### src/rtl/cpu_seq_ctrl.sv
// cpu_seq_ctrl: multi-cycle FETCH/DECODE/EXEC/MEM/WB control sequencer for an RV32I core.
// Latency: ALU/LUI/AUIPC/JAL/JALR and store 4 cycles, branch 3, load 5, plus one per memory wait cycle.
// Backpressure: holds in FETCH until imem_ready and in MEM until dmem_ready; TRAP is sticky until rst.
// Optional feature macro: SEQ_PERF_CNT_EN adds the cycles/retired performance counters.
module cpu_seq_ctrl #(
  parameter int CNT_W = 32
) (
  input  logic             clk,
  input  logic             rst,
  input  logic [6:0]       opcode,
  input  logic [2:0]       funct3,
  input  logic             branch_taken,
  input  logic             imem_ready,
  input  logic             dmem_ready,
  output logic             imem_req,
  output logic             ir_we,
  output logic             dmem_rd,
  output logic             dmem_wr,
  output logic             reg_we,
  output logic             pc_we,
  output logic [1:0]       pc_src,
  output logic [1:0]       wb_src,
  output logic             illegal,
  output logic [2:0]       state,
  output logic [CNT_W-1:0] retired,
  output logic [CNT_W-1:0] cycles
);

  localparam logic [6:0] OP_R      = 7'b0110011;
  localparam logic [6:0] OP_I      = 7'b0010011;
  localparam logic [6:0] OP_LOAD   = 7'b0000011;
  localparam logic [6:0] OP_STORE  = 7'b0100011;
  localparam logic [6:0] OP_BRANCH = 7'b1100011;
  localparam logic [6:0] OP_JAL    = 7'b1101111;
  localparam logic [6:0] OP_JALR   = 7'b1100111;
  localparam logic [6:0] OP_LUI    = 7'b0110111;
  localparam logic [6:0] OP_AUIPC  = 7'b0010111;

  typedef enum logic [2:0] {
    S_FETCH  = 3'd0,
    S_DECODE = 3'd1,
    S_EXEC   = 3'd2,
    S_MEM    = 3'd3,
    S_WB     = 3'd4,
    S_TRAP   = 3'd7
  } state_t;

  state_t r_state;

  logic w_is_load;
  logic w_is_store;
  logic w_is_branch;
  logic w_is_jal;
  logic w_is_jalr;
  logic w_legal;

  assign w_is_load   = (opcode == OP_LOAD);
  assign w_is_store  = (opcode == OP_STORE);
  assign w_is_branch = (opcode == OP_BRANCH);
  assign w_is_jal    = (opcode == OP_JAL);
  assign w_is_jalr   = (opcode == OP_JALR);

  // Opcode/funct3 legality, consulted only in DECODE
  always_comb begin
    w_legal = 1'b0;
    case (opcode)
      OP_R, OP_I, OP_JAL, OP_JALR, OP_LUI, OP_AUIPC: w_legal = 1'b1;
      OP_LOAD:   w_legal = (funct3 != 3'd3) && (funct3 != 3'd6) && (funct3 != 3'd7);
      OP_STORE:  w_legal = (funct3 <= 3'd2);
      OP_BRANCH: w_legal = (funct3 != 3'd2) && (funct3 != 3'd3);
      default:   w_legal = 1'b0;
    endcase
  end

  // Sequencer state register; TRAP only leaves through reset
  always_ff @(posedge clk or posedge rst) begin
    if (rst) begin
      r_state <= S_FETCH;
    end else begin
      case (r_state)
        S_FETCH:  if (imem_ready) r_state <= S_DECODE;
        S_DECODE: r_state <= w_legal ? S_EXEC : S_TRAP;
        S_EXEC: begin
          if (w_is_branch)                  r_state <= S_FETCH;
          else if (w_is_load || w_is_store) r_state <= S_MEM;
          else                              r_state <= S_WB;
        end
        S_MEM:    if (dmem_ready) r_state <= w_is_load ? S_WB : S_FETCH;
        S_WB:     r_state <= S_FETCH;
        S_TRAP:   r_state <= S_TRAP;
        default:  r_state <= S_TRAP;
      endcase
    end
  end

  logic       w_imem_req;
  logic       w_ir_we;
  logic       w_dmem_rd;
  logic       w_dmem_wr;
  logic       w_reg_we;
  logic       w_pc_we;
  logic [1:0] w_pc_src;
  logic [1:0] w_wb_src;
  logic       w_illegal;

  // Control decode from state plus opcode; ready/branch_taken only feed ir_we, store retire and pc_src
  always_comb begin
    w_imem_req = 1'b0;
    w_ir_we    = 1'b0;
    w_dmem_rd  = 1'b0;
    w_dmem_wr  = 1'b0;
    w_reg_we   = 1'b0;
    w_pc_we    = 1'b0;
    w_pc_src   = 2'd0;
    w_wb_src   = 2'd0;
    w_illegal  = 1'b0;
    case (r_state)
      S_FETCH: begin
        w_imem_req = 1'b1;
        w_ir_we    = imem_ready;
      end
      S_EXEC: begin
        if (w_is_branch) begin
          w_pc_we  = 1'b1;
          w_pc_src = branch_taken ? 2'd1 : 2'd0;
        end
      end
      S_MEM: begin
        w_dmem_rd = w_is_load;
        w_dmem_wr = w_is_store;
        w_pc_we   = w_is_store && dmem_ready;
      end
      S_WB: begin
        w_reg_we = 1'b1;
        w_pc_we  = 1'b1;
        w_pc_src = w_is_jal ? 2'd1 : (w_is_jalr ? 2'd2 : 2'd0);
        w_wb_src = (w_is_jal || w_is_jalr) ? 2'd2 : (w_is_load ? 2'd1 : 2'd0);
      end
      S_TRAP:  w_illegal = 1'b1;
      default: ;
    endcase
  end

  // Reset forces every output low at once, abandoning any in-flight memory request
  assign imem_req = w_imem_req & ~rst;
  assign ir_we    = w_ir_we    & ~rst;
  assign dmem_rd  = w_dmem_rd  & ~rst;
  assign dmem_wr  = w_dmem_wr  & ~rst;
  assign reg_we   = w_reg_we   & ~rst;
  assign pc_we    = w_pc_we    & ~rst;
  assign illegal  = w_illegal  & ~rst;
  assign pc_src   = rst ? 2'd0 : w_pc_src;
  assign wb_src   = rst ? 2'd0 : w_wb_src;
  assign state    = rst ? 3'd0 : r_state;

`ifdef SEQ_PERF_CNT_EN
  logic [CNT_W-1:0] r_cycles;
  logic [CNT_W-1:0] r_retired;

  // Free-running cycle and retire counters, frozen once trapped
  always_ff @(posedge clk or posedge rst) begin
    if (rst) begin
      r_cycles  <= '0;
      r_retired <= '0;
    end else if (r_state != S_TRAP) begin
      r_cycles <= r_cycles + CNT_W'(1);
      if (w_pc_we) r_retired <= r_retired + CNT_W'(1);
    end
  end

  assign cycles  = r_cycles;
  assign retired = r_retired;
`else
  assign cycles  = '0;
  assign retired = '0;
`endif

endmodule
### config.mk
export PLATFORM = sky130hd
export DESIGN_NAME = cpu_seq_ctrl
export DESIGN_NICKNAME = d
export VERILOG_FILES = /design/src/rtl/cpu_seq_ctrl.sv
export SDC_FILE = /design/constraint.sdc
export NUM_CORES = 1
export LEC_CHECK = 0
export ABC_CLOCK_PERIOD_IN_PS = 1350
export BUFFER_PORTS_ARGS = -buffer_cell sky130_fd_sc_hd__buf_2
export CAP_MARGIN = 20
export CORE_UTILIZATION = 33
export CTS_CLUSTER_DIAMETER = 50
export DETAILED_ROUTE_END_ITERATION = 12
export PLACE_DENSITY_LB_ADDON = 0.08
export SYNTH_ARGS = -nofsm -noshare
export SYNTH_HDL_FRONTEND = slang
export SYNTH_SLANG_ARGS = --single-unit
### constraint.sdc
create_clock -name clk -period 1.35 [get_ports clk]
set_clock_uncertainty 0.1 [all_clocks]
set_input_delay 0.135 -clock clk [delete_from_list [all_inputs] [get_ports clk]]
set_output_delay 0.135 -clock clk [all_outputs]
set_load 0.02 [all_outputs]
==> impl_results.md <==
* M3 GR Usage at 2.09%
* Failing checks: setup timing
* Most frequent cells after synthesis: buf_4, inv_1, nand2_1, nor2_1, nor3_1
* Status: complete, but fails checks
* EDFF count, synth at 0
* Worst Path Arrival at 1510 ps
* RSZ-0062 raised after global routing: true
* Fraction of registers with async set/reset at 100%
* Gr busiest metal: met2
* Crit-path cells: or4_4 -> a21oi_4 -> buf_6
* Initial cell density of the core at 35.1%
* Worst path slowest cell: or4_4
* Yosys cell types at 33
* PnR worst setup slack at -393 ps
* Final period util at 129%
* Antenna Violating Nets Remaining at 0
* Nets at 212
* Final hold violation count at 0
* I/O Buffers at 28
* Post-DP HPWL at 1750 microns
* Longest Clk Path Bufs at 2
* Most flops, register: r_state
* Fraction of layout instances using a drive strength above 1 at 48.0%
* Kind of critical path: register to primary output
* Top delay family on crit path: simple AND/OR/NAND/NOR gates
* Die Width at roughly 56 microns
* Num ports at 93
* First-pass GRT wire length at 3350 microns
* First-pass iteration count of the detailed router at 4
* Max cap viols at 0
* Initial DRC count at 9
* Worst path required time at 1120 ps
* Met1 usage at about 18%
* Synth area leaders: buf_4, dfrtp_1, nor2b_1, nor3_1, a21oi_1
* WP buf/inv at 1
* Gr usage total at 13.5%
* DRC viols at 0
* Max FFs per register at 3
* Die ar. at 3150 sq um
* Cell area after synthesis at 967 sq um
* Top-count cell post-synth: buf_4
* Hold Path Cell Cnt at 2
* Drt total wl at 2400 microns
* Max incr delay on CP at between 500 and 600 ps
* Crit path max fanout at 6
* Number of global-route vias before repair at roughly 750
* FILL cells at 271
* Cell area power density at about 370 nW/um^2
* Total negative slack at -3360 ps
* Post-layout min period at 1740 ps
* Vias per cell at 4.15
* Worst skew pair latency at 230 ps
* Max Freq at 574 MHz
* RD Place Congestion at between 0.7 and 0.8
* Pleak at 0.000766 uW
* Clock tree sinks at 3
* Hold crit path type: input port to register
* Critical Path End Type: primary output
* Grt ovf at 0
* Synth-to-Final Area Change at 49.5%
* Met2 Resource Use GR at 21.9%
* Vias after detailed routing at between 900 and 1000
* Seq cells post-synth at 3
* Core ar. at 2760 sq um
* Synth area leader: buf_4
* Worst slack, placed at -226 ps
* Routed len/inst at roughly 11 microns
* Level count of the clock H-tree at 1
* Largest net degree at the start of global routing at 10
* Chip Height at 56.1 microns
* Max IR drop VDD at just under 0.4 mV
* Final setup viols at 16
* Num rows at 19
* Area share of the largest cell type after synthesis at 49.7%
* Antenna violations before repair at 0
* Pins Over Slew Limit at 0
* CTS tree: yes
* Largest registers: r_state x3
* R2R cell count at 5
* CP Depth at 3
* CTS buffer count at 3
* Syn avg cell area at 7.22 sq um
* Syn Inst Count at 134
* Seq/Total Area, Yosys at about 7.8%
* Startpoint Class: register
* Root Driver: clkbuf_4
* Clock transition at path regs at around 40 ps
* Ant diodes at 0
* Main flop type after synthesis: dfrtp_1
* Synth warn at 0
## worst reg2reg max path, cell delays in order, from the launching register on
cell and delay, ps:
dfrtp_2 450, nor2b_4 150, and2b_2 200, buf_4 140, a32oi_2 210, a41oi_2 130
## layout by cell type, fill, tap and decap left out, types with 3 or more instances in the layout
| cell | count |
|---|---|
| buf_6 | 20 |
| conb_1 | 64 |
| nand2_1 | 5 |
| buf_4 | 26 |
| nor2_4 | 3 |
| nor3_1 | 3 |
| clkbuf_4 | 3 |
| nor2b_4 | 3 |
| buf_2 | 15 |
| inv_1 | 4 |
## power breakdown
| group | switching [uW] | total (uW) | internal, uW |
|---|---|---|---|
| combinational | 225 | 286 | 61.7 |
| clock | 45.2 | 156 | 111 |
| sequential | 0.00000000000373 | 90.4 | 90.4 |
| total | 270 | 533 | 263 |
## final timing paths
check	from	end	slack, ps
hold reg to reg	r_state[1]	r_state[0]	700
hold / removal	dmem_ready	r_state[1]	60
setup / recovery	r_state[1]	pc_src[0]	-390
max in group asynchronous	rst	r_state[2]	590
min in group asynchronous	rst	r_state[1]	400
setup reg to reg	r_state[1]	r_state[2]	-170
## area by class of cell
cell class | instances | area, sq um | area share (%)
Multi-Input combinational cell | 121 | 773 | 53.5
Timing Repair Buffer | 62 | 505 | 34.9
Sequential cell | 3 | 77.6 | 5.36
Tap cell | 31 | 38.8 | 2.68
Clock buffer | 4 | 26.3 | 1.82
Inverter | 6 | 25.0 | 1.73
## what timing repair did
action	4_1_cts	5_1_grt
pin swaps	8	6
buffers inserted	6	6
endpoints found under the hold margin	3	0
hold buffers	1	0
resized for setup	26	29
setup endpoints to repair	15	17
## routing by layer
| metal | routed length, microns | share of wire [%] | up-vias |
|---|---|---|---|
| met5 | 0 | 0 | - |
| met4 | 0 | 0 | 0 |
| met3 | 186 | 7.7 | 0 |
| met2 | 1280 | 53 | 49 |
| met1 | 934 | 39 | 444 |
| li1 | - | - | 448 |
## per-stage QoR
| step | hold WS (ps) | power [uW] | area (sq um) | instances | utilization [%] |
|---|---|---|---|---|---|
| detailed placement | 46.9 | 355 | 1130 | 211 | 41.0 |
| floorplan | -203 | 425 | 1290 | 197 | - |
| global placement | 47.9 | 356 | 1130 | 211 | 41.0 |
| finish | 56.0 | 533 | 1450 | 227 | 52.5 |
| CTS | 14.1 | 527 | 1300 | 222 | 47.2 |
| global route | 54.1 | 575 | 1450 | 227 | 52.5 |
## kinds of logic (layout without fill, tap and decap cells)
logic type | count (synthesis) | after routing | synth area share, %
AND/OR/NAND/NOR | 41 | 41 | 26.1
flip-flops | 3 | 3 | 7.76
other | 1 | 64 | 0.388
buffers and inverters | 73 | 72 | 53.9
AO/OA/AOI/OAI | 16 | 16 | 11.8
Note: power is estimated with default switching activity, not from simulation.
